## src/rtl/vga_pkg.sv

```systemverilog
// Shared definitions for the VGA test-pattern blocks: active-area size,
// pattern indices, controller state encoding and the scroll wrap helper.
package vga_pkg;

   localparam logic [9:0] H_VALID = 10'd640;
   localparam logic [9:0] V_VALID = 10'd480;

   localparam logic [2:0] PAT_BARS  = 3'd0;
   localparam logic [2:0] PAT_CHECK = 3'd1;
   localparam logic [2:0] PAT_GRAD  = 3'd2;
   localparam logic [2:0] PAT_SOLID = 3'd3;

   typedef enum logic {
      AUTO = 1'b0,
      HOLD = 1'b1
   } pat_state_t;

   // 11-bit sum so a step near the line width cannot overflow before the wrap.
   function automatic logic [9:0] scroll_add(input logic [9:0] x,
                                             input logic [9:0] step,
                                             input logic [9:0] limit);
      logic [10:0] sum;
      sum = {1'b0, x} + {1'b0, step};
      return (sum >= {1'b0, limit}) ? 10'(sum - {1'b0, limit}) : sum[9:0];
   endfunction

endpackage

```

## src/rtl/vga_frame_tick.sv

```systemverilog
// Frame-end detector: combinational strobe on the last active pixel and a
// registered one-cycle frame_start pulse on the following cycle.
module vga_frame_tick
   import vga_pkg::*;
(
   input  logic       vga_clk,
   input  logic       sys_rst_n,
   input  logic [9:0] pix_x,
   input  logic [9:0] pix_y,
   output logic       fe,
   output logic       frame_start
);

   assign fe = (pix_x == H_VALID - 10'd1) && (pix_y == V_VALID - 10'd1);

   always_ff @(posedge vga_clk or negedge sys_rst_n) begin
      if (!sys_rst_n)
         frame_start <= 1'b0;
      else
         frame_start <= fe;
   end

endmodule

```

## src/rtl/vga_pat_ctrl.sv

```systemverilog
// Test-pattern sequencer: auto-advances the pattern and scroll offset, and
// applies user next/hold requests, committing every change at frame end.
module vga_pat_ctrl
   import vga_pkg::*;
#(
   parameter int unsigned N_PAT          = 4,
   parameter logic [7:0]  FRAMES_PER_PAT = 8'd60,
   parameter logic [9:0]  SCROLL_STEP    = 10'd2
)(
   input  logic       vga_clk,
   input  logic       sys_rst_n,
   input  logic [9:0] pix_x,
   input  logic [9:0] pix_y,
   input  logic       key_next,
   input  logic       key_hold,
   output logic [2:0] pat_sel,
   output logic [9:0] scroll_x,
   output logic       frame_start,
   output logic       hold_led
);

   localparam logic [2:0] PAT_LAST = 3'(N_PAT - 1);
   localparam logic [7:0] CNT_LAST = FRAMES_PER_PAT - 8'd1;

   logic       fe;
   pat_state_t state;
   pat_state_t state_nxt;
   logic [7:0] frame_cnt;
   logic       next_pend;
   logic       hold_pend;
   logic       do_next;
   logic       do_toggle;
   logic       advance;
   logic [2:0] pat_nxt;

   vga_frame_tick u_frame_tick (
      .vga_clk     (vga_clk),
      .sys_rst_n   (sys_rst_n),
      .pix_x       (pix_x),
      .pix_y       (pix_y),
      .fe          (fe),
      .frame_start (frame_start)
   );

   // A key pulse landing on the fe cycle itself belongs to that frame end.
   always_comb begin
      do_next   = next_pend | key_next;
      do_toggle = hold_pend | key_hold;
      advance   = do_next || ((state == AUTO) && (frame_cnt == CNT_LAST));
      state_nxt = state;
      if (do_toggle)
         state_nxt = (state == AUTO) ? HOLD : AUTO;
      pat_nxt   = (pat_sel == PAT_LAST) ? PAT_BARS : pat_sel + 3'd1;
   end

   // The frame-end action uses the old state; a toggle takes effect afterwards.
   always_ff @(posedge vga_clk or negedge sys_rst_n) begin
      if (!sys_rst_n) begin
         state     <= AUTO;
         pat_sel   <= PAT_BARS;
         scroll_x  <= 10'd0;
         frame_cnt <= 8'd0;
         next_pend <= 1'b0;
         hold_pend <= 1'b0;
         hold_led  <= 1'b0;
      end else if (fe) begin
         next_pend <= 1'b0;
         hold_pend <= 1'b0;
         state     <= state_nxt;
         hold_led  <= (state_nxt == HOLD);
         if (advance) begin
            pat_sel   <= pat_nxt;
            frame_cnt <= 8'd0;
            scroll_x  <= 10'd0;
         end else if (state == AUTO) begin
            frame_cnt <= frame_cnt + 8'd1;
            scroll_x  <= scroll_add(scroll_x, SCROLL_STEP, H_VALID);
         end
      end else begin
         if (key_next)
            next_pend <= 1'b1;
         if (key_hold)
            hold_pend <= 1'b1;
      end
   end

endmodule
```

## config.mk

```make
export PLATFORM = sky130hd
export DESIGN_NAME = vga_pat_ctrl
export DESIGN_NICKNAME = d
export VERILOG_FILES = /design/src/rtl/vga_pkg.sv /design/src/rtl/vga_frame_tick.sv /design/src/rtl/vga_pat_ctrl.sv
export SDC_FILE = /design/constraint.sdc
export NUM_CORES = 1
export LEC_CHECK = 0
export ABC_AREA = 1
export CAP_MARGIN = 10
export CORE_AREA = 2 2 62 64
export CTS_CLUSTER_DIAMETER = 80
export DETAILED_ROUTE_END_ITERATION = 12
export DIE_AREA = 0 0 64 66
export PLACE_DENSITY = 0.74
export SLEW_MARGIN = 15
export SYNTH_ARGS = -nofsm -noshare
export SYNTH_HDL_FRONTEND = slang
export SYNTH_HIERARCHICAL = 1
export SYNTH_SLANG_ARGS = --single-unit
```

## constraint.sdc

```tcl
create_clock -name vga_clk -period 1.6 [get_ports vga_clk]
set_input_delay 0.16 -clock vga_clk [delete_from_list [all_inputs] [get_ports vga_clk]]
set_output_delay 0.16 -clock vga_clk [all_outputs]
set_load 0.02 [all_outputs]
```

==> run_results.csv <==
group,metric,value,unit
final_layout,area_growth,55.9,%
sta,setup_viol,3,
clocking,hold_buffers,0,
floorplanning,dieHeight,66,um
global_routing,grt_usage,18.4,%
job,maxCapViolations,0,
floorplanning,ioPinCount,39,
sta,fin_setup_tns,-220,ps
outcome,violations,"negative setup slack",
logic_synthesis,synth_area_leaders,"dfrtp_1 (40%), nand2_1 (15%), inv_1 (7.0%), nor2_1 (5.0%), nand3_1 (4.6%)",
clocking,cts_tree,"built",
logic_synthesis,synthDistinctLibCells,27,
logic_synthesis,yosysWarnings,6,
routing,viasPerCell,4.61,
critical_path,crit_fanout,4,
power_and_ir_drop,total_power,959,uW
floorplanning,die_area,4220,um^2
routing,drc,0,
logic_synthesis,syn_inst,207,
logic_synthesis,syn_nets,235,
logic_synthesis,syn_area_per_cell,7.28,um^2
clocking,cts_made_buffers,3,
logic_synthesis,yosysTopAreaCellShare,39.8,%
clocking,cts_sinks,24,
worst_hold_path,hp-class,"input port to asynchronous set/reset pin",
sta,min_period,1680,ps
sta,final_max_slew_viol_count,0,
clocking,clock_path_buffers,2,
logic_synthesis,yosysSeqAreaShare,39.8,%
floorplanning,die_w,64,um
global_routing,grt_antenna_before_repair,0,
sta,timing.final.ws_setup,-83.4,ps
global_routing,grt_first_pass_wirelength,6170,um
global_routing,grt_max_degree,25,
sta,holdWs,187,ps
power_and_ir_drop,p_leak,1.13,nW
critical_path,cp.required,1820,ps
logic_synthesis,ys_seq_elements,24,
floorplanning,rows,22,
routing,drt_iter0_markers,63,
power_and_ir_drop,powerDensity,408,nW/um^2
outcome,outcome,"complete, but fails checks",
clocking,h-tree-depth,1,
routing,dr_total_vias,1532,
global_routing,grt_overflow,0,
sta,hold_viol,0,
logic_synthesis,synth_edf_count,0,
clocking,clk_pin_slew_worst_paths,130,ps
final_layout,n_antenna_cell,0,
global_routing,grt_pass1_vias,1518,
routing,route.final.wire_length,3510,um
critical_path,cp.arrival,1910,ps
routing,wire_per_inst,10.6,um
placed_design,finalWeightedCongestion,0.812,
floorplanning,core,3550,um^2
critical_path,worst_setup_path_start_kind,"register",
sta,finalCritPeriodShare,105,%
placed_design,place_ws,-122,ps
logic_synthesis,synth_most_common_cell,"nand2_1",
routing,dr.pass1.iters,4,
sta,fmax,594,MHz
logic_synthesis,ys_top_cells_by_count,"nand2_1 (62), inv_1 (28), dfrtp_1 (24)",
clocking,root_buffer,"clkbuf_4",
critical_path,endpoint_kind,"register",
logic_synthesis,synth_ff_type,"dfrtp_1",
routing,detail-route-antenna-nets,0,
floorplanning,start_util,42.5,%
final_layout,fin_nets,313,
logic_synthesis,yosys.area.top_type,"dfrtp_1",
sta,rsz0062_at_grt,"true",
critical_path,path_class,"register to register",
final_layout,drive_gt1_share,30.3,%
logic_synthesis,synth-async-reset-ratio,100,%
placed_design,dp_hpwl,2750,um
sta,fin_skew,9.36,ps
clocking,clock_latency,310,ps
logic_synthesis,syn_area,1510,um^2
final_layout,utilization,66.2,%
power_and_ir_drop,ir_worst_vdd,0.272,mV
placed_design,port_buffers,37,
## routing by layer
layer  part of all wire (%)  global-route usage (%)
met4                   0.37                    5.43
met1                     44                    22.7
met5                      0                       0
met2                     52                    32.8
met3                    3.6                    2.90
## power by group
part	total [mW]	switching (mW)	internal, mW
Combinational	0.0793	0.0252	0.0541
Clock	0.273	0.176	0.0973
Sequential	0.606	0.0000260	0.606
Total	0.959	0.201	0.758
## worst max-delay path, cell delays in order (launching register included)
cell and delay (ps):
dfrtp_2 430, ha_4 160, nand2_4 50, nor2_4 150, buf_4 130, nand3_1 70
nand2_2 120, nand2_2 70, nor2_4 90, nand2_2 80, nand2_2 90, nand2_2 50
nand3_2 60, nand2_1 50
## flip-flops by register name (all words and copies together), names as in the netlist
register / count
hold_pend: 1
pat_sel: 3
state: 1
u_frame_tick/frame_start: 1
next_pend: 1
frame_cnt: 8
scroll_x: 9
## cells in the final DEF (no fill, tap or decap), types with 2 or more instances in the layout
| master | Yosys | routed |
|---|---|---|
| nand2_1 | 62 | 59 |
| buf_4 | 1 | 36 |
| clkdlybuf4s50_1 | 0 | 29 |
| inv_1 | 28 | 26 |
| dfrtp_1 | 24 | 18 |
| nor2_1 | 20 | 17 |
| nand2_2 | 9 | 10 |
| nand3_1 | 14 | 10 |
| nor2_2 | 3 | 6 |
| inv_2 | 4 | 6 |
| a21oi_1 | 6 | 6 |
| dfrtp_2 | 0 | 6 |
| nand3_2 | 1 | 5 |
| o21ai_0 | 5 | 5 |
| xor2_1 | 5 | 5 |
| dlygate4sd2_1 | 0 | 5 |
| nand2_4 | 1 | 3 |
| clkbuf_4 | 0 | 3 |
| dlymetal6s2s_1 | 0 | 3 |
| nor2_4 | 2 | 2 |
| nor3_2 | 1 | 2 |
| a22o_1 | 2 | 2 |
| nor3_1 | 3 | 2 |
| o31ai_2 | 0 | 2 |
| o31ai_1 | 4 | 2 |
| o22ai_1 | 2 | 2 |
| ha_4 | 0 | 2 |
| ha_1 | 4 | 2 |
| buf_12 | 0 | 2 |
## path summary, 6_finish.rpt
| kind | startpoint | endpoint | slack [ps] | cells past startpoint |
|---|---|---|---|---|
| max | scroll_x[1]$_DFFE_PN0P_ | scroll_x[8]$_DFFE_PN0P_ | -80 | 13 |
| max in group asynchronous | sys_rst_n | scroll_x[1]$_DFFE_PN0P_ | 1160 | 2 |
| min | sys_rst_n | scroll_x[3]$_DFFE_PN0P_ | 190 | 2 |
| max reg2reg | scroll_x[1]$_DFFE_PN0P_ | scroll_x[8]$_DFFE_PN0P_ | -80 | 13 |
| min reg2reg | hold_pend$_DFFE_PN0P_ | hold_pend$_DFFE_PN0P_ | 500 | 2 |
| min in group vga_clk | key_hold | hold_pend$_DFFE_PN0P_ | 460 | 3 |
## final cells by class
| class | count | area [um^2] |
|---|---|---|
| Fill cell | 301 | 1200 |
| Multi-Input combinational cell | 149 | 853 |
| Timing Repair Buffer | 75 | 682 |
| Sequential cell | 24 | 608 |
| Inverter | 32 | 120 |
| Tap cell | 48 | 60.1 |
| Clock buffer | 4 | 26.3 |
## cell families after synthesis
family	synth area share, %
XOR/XNOR	2.90
buffers and inverters	9.21
AO/OA/AOI/OAI	7.97
other	0.249
adder cells (fa/ha/maj)	3.32
AND/OR/NAND/NOR	36.5
flip-flops	39.8
## per-stage QoR
step / area, um^2 / cells
after floorplan: 1550 / 207
after global placement: 2240 / 324
after detailed placement: 2240 / 324
after CTS: 2290 / 330
after global routing: 2350 / 332
final: 2350 / 332
## repair_timing
item	in CTS	in global routing
endpoints found under the setup margin	8	22
pin swaps	2	12
gates resized for setup	7	14
setup buffers	2	2
No activity file was read; power rests on OpenSTA's default activity.
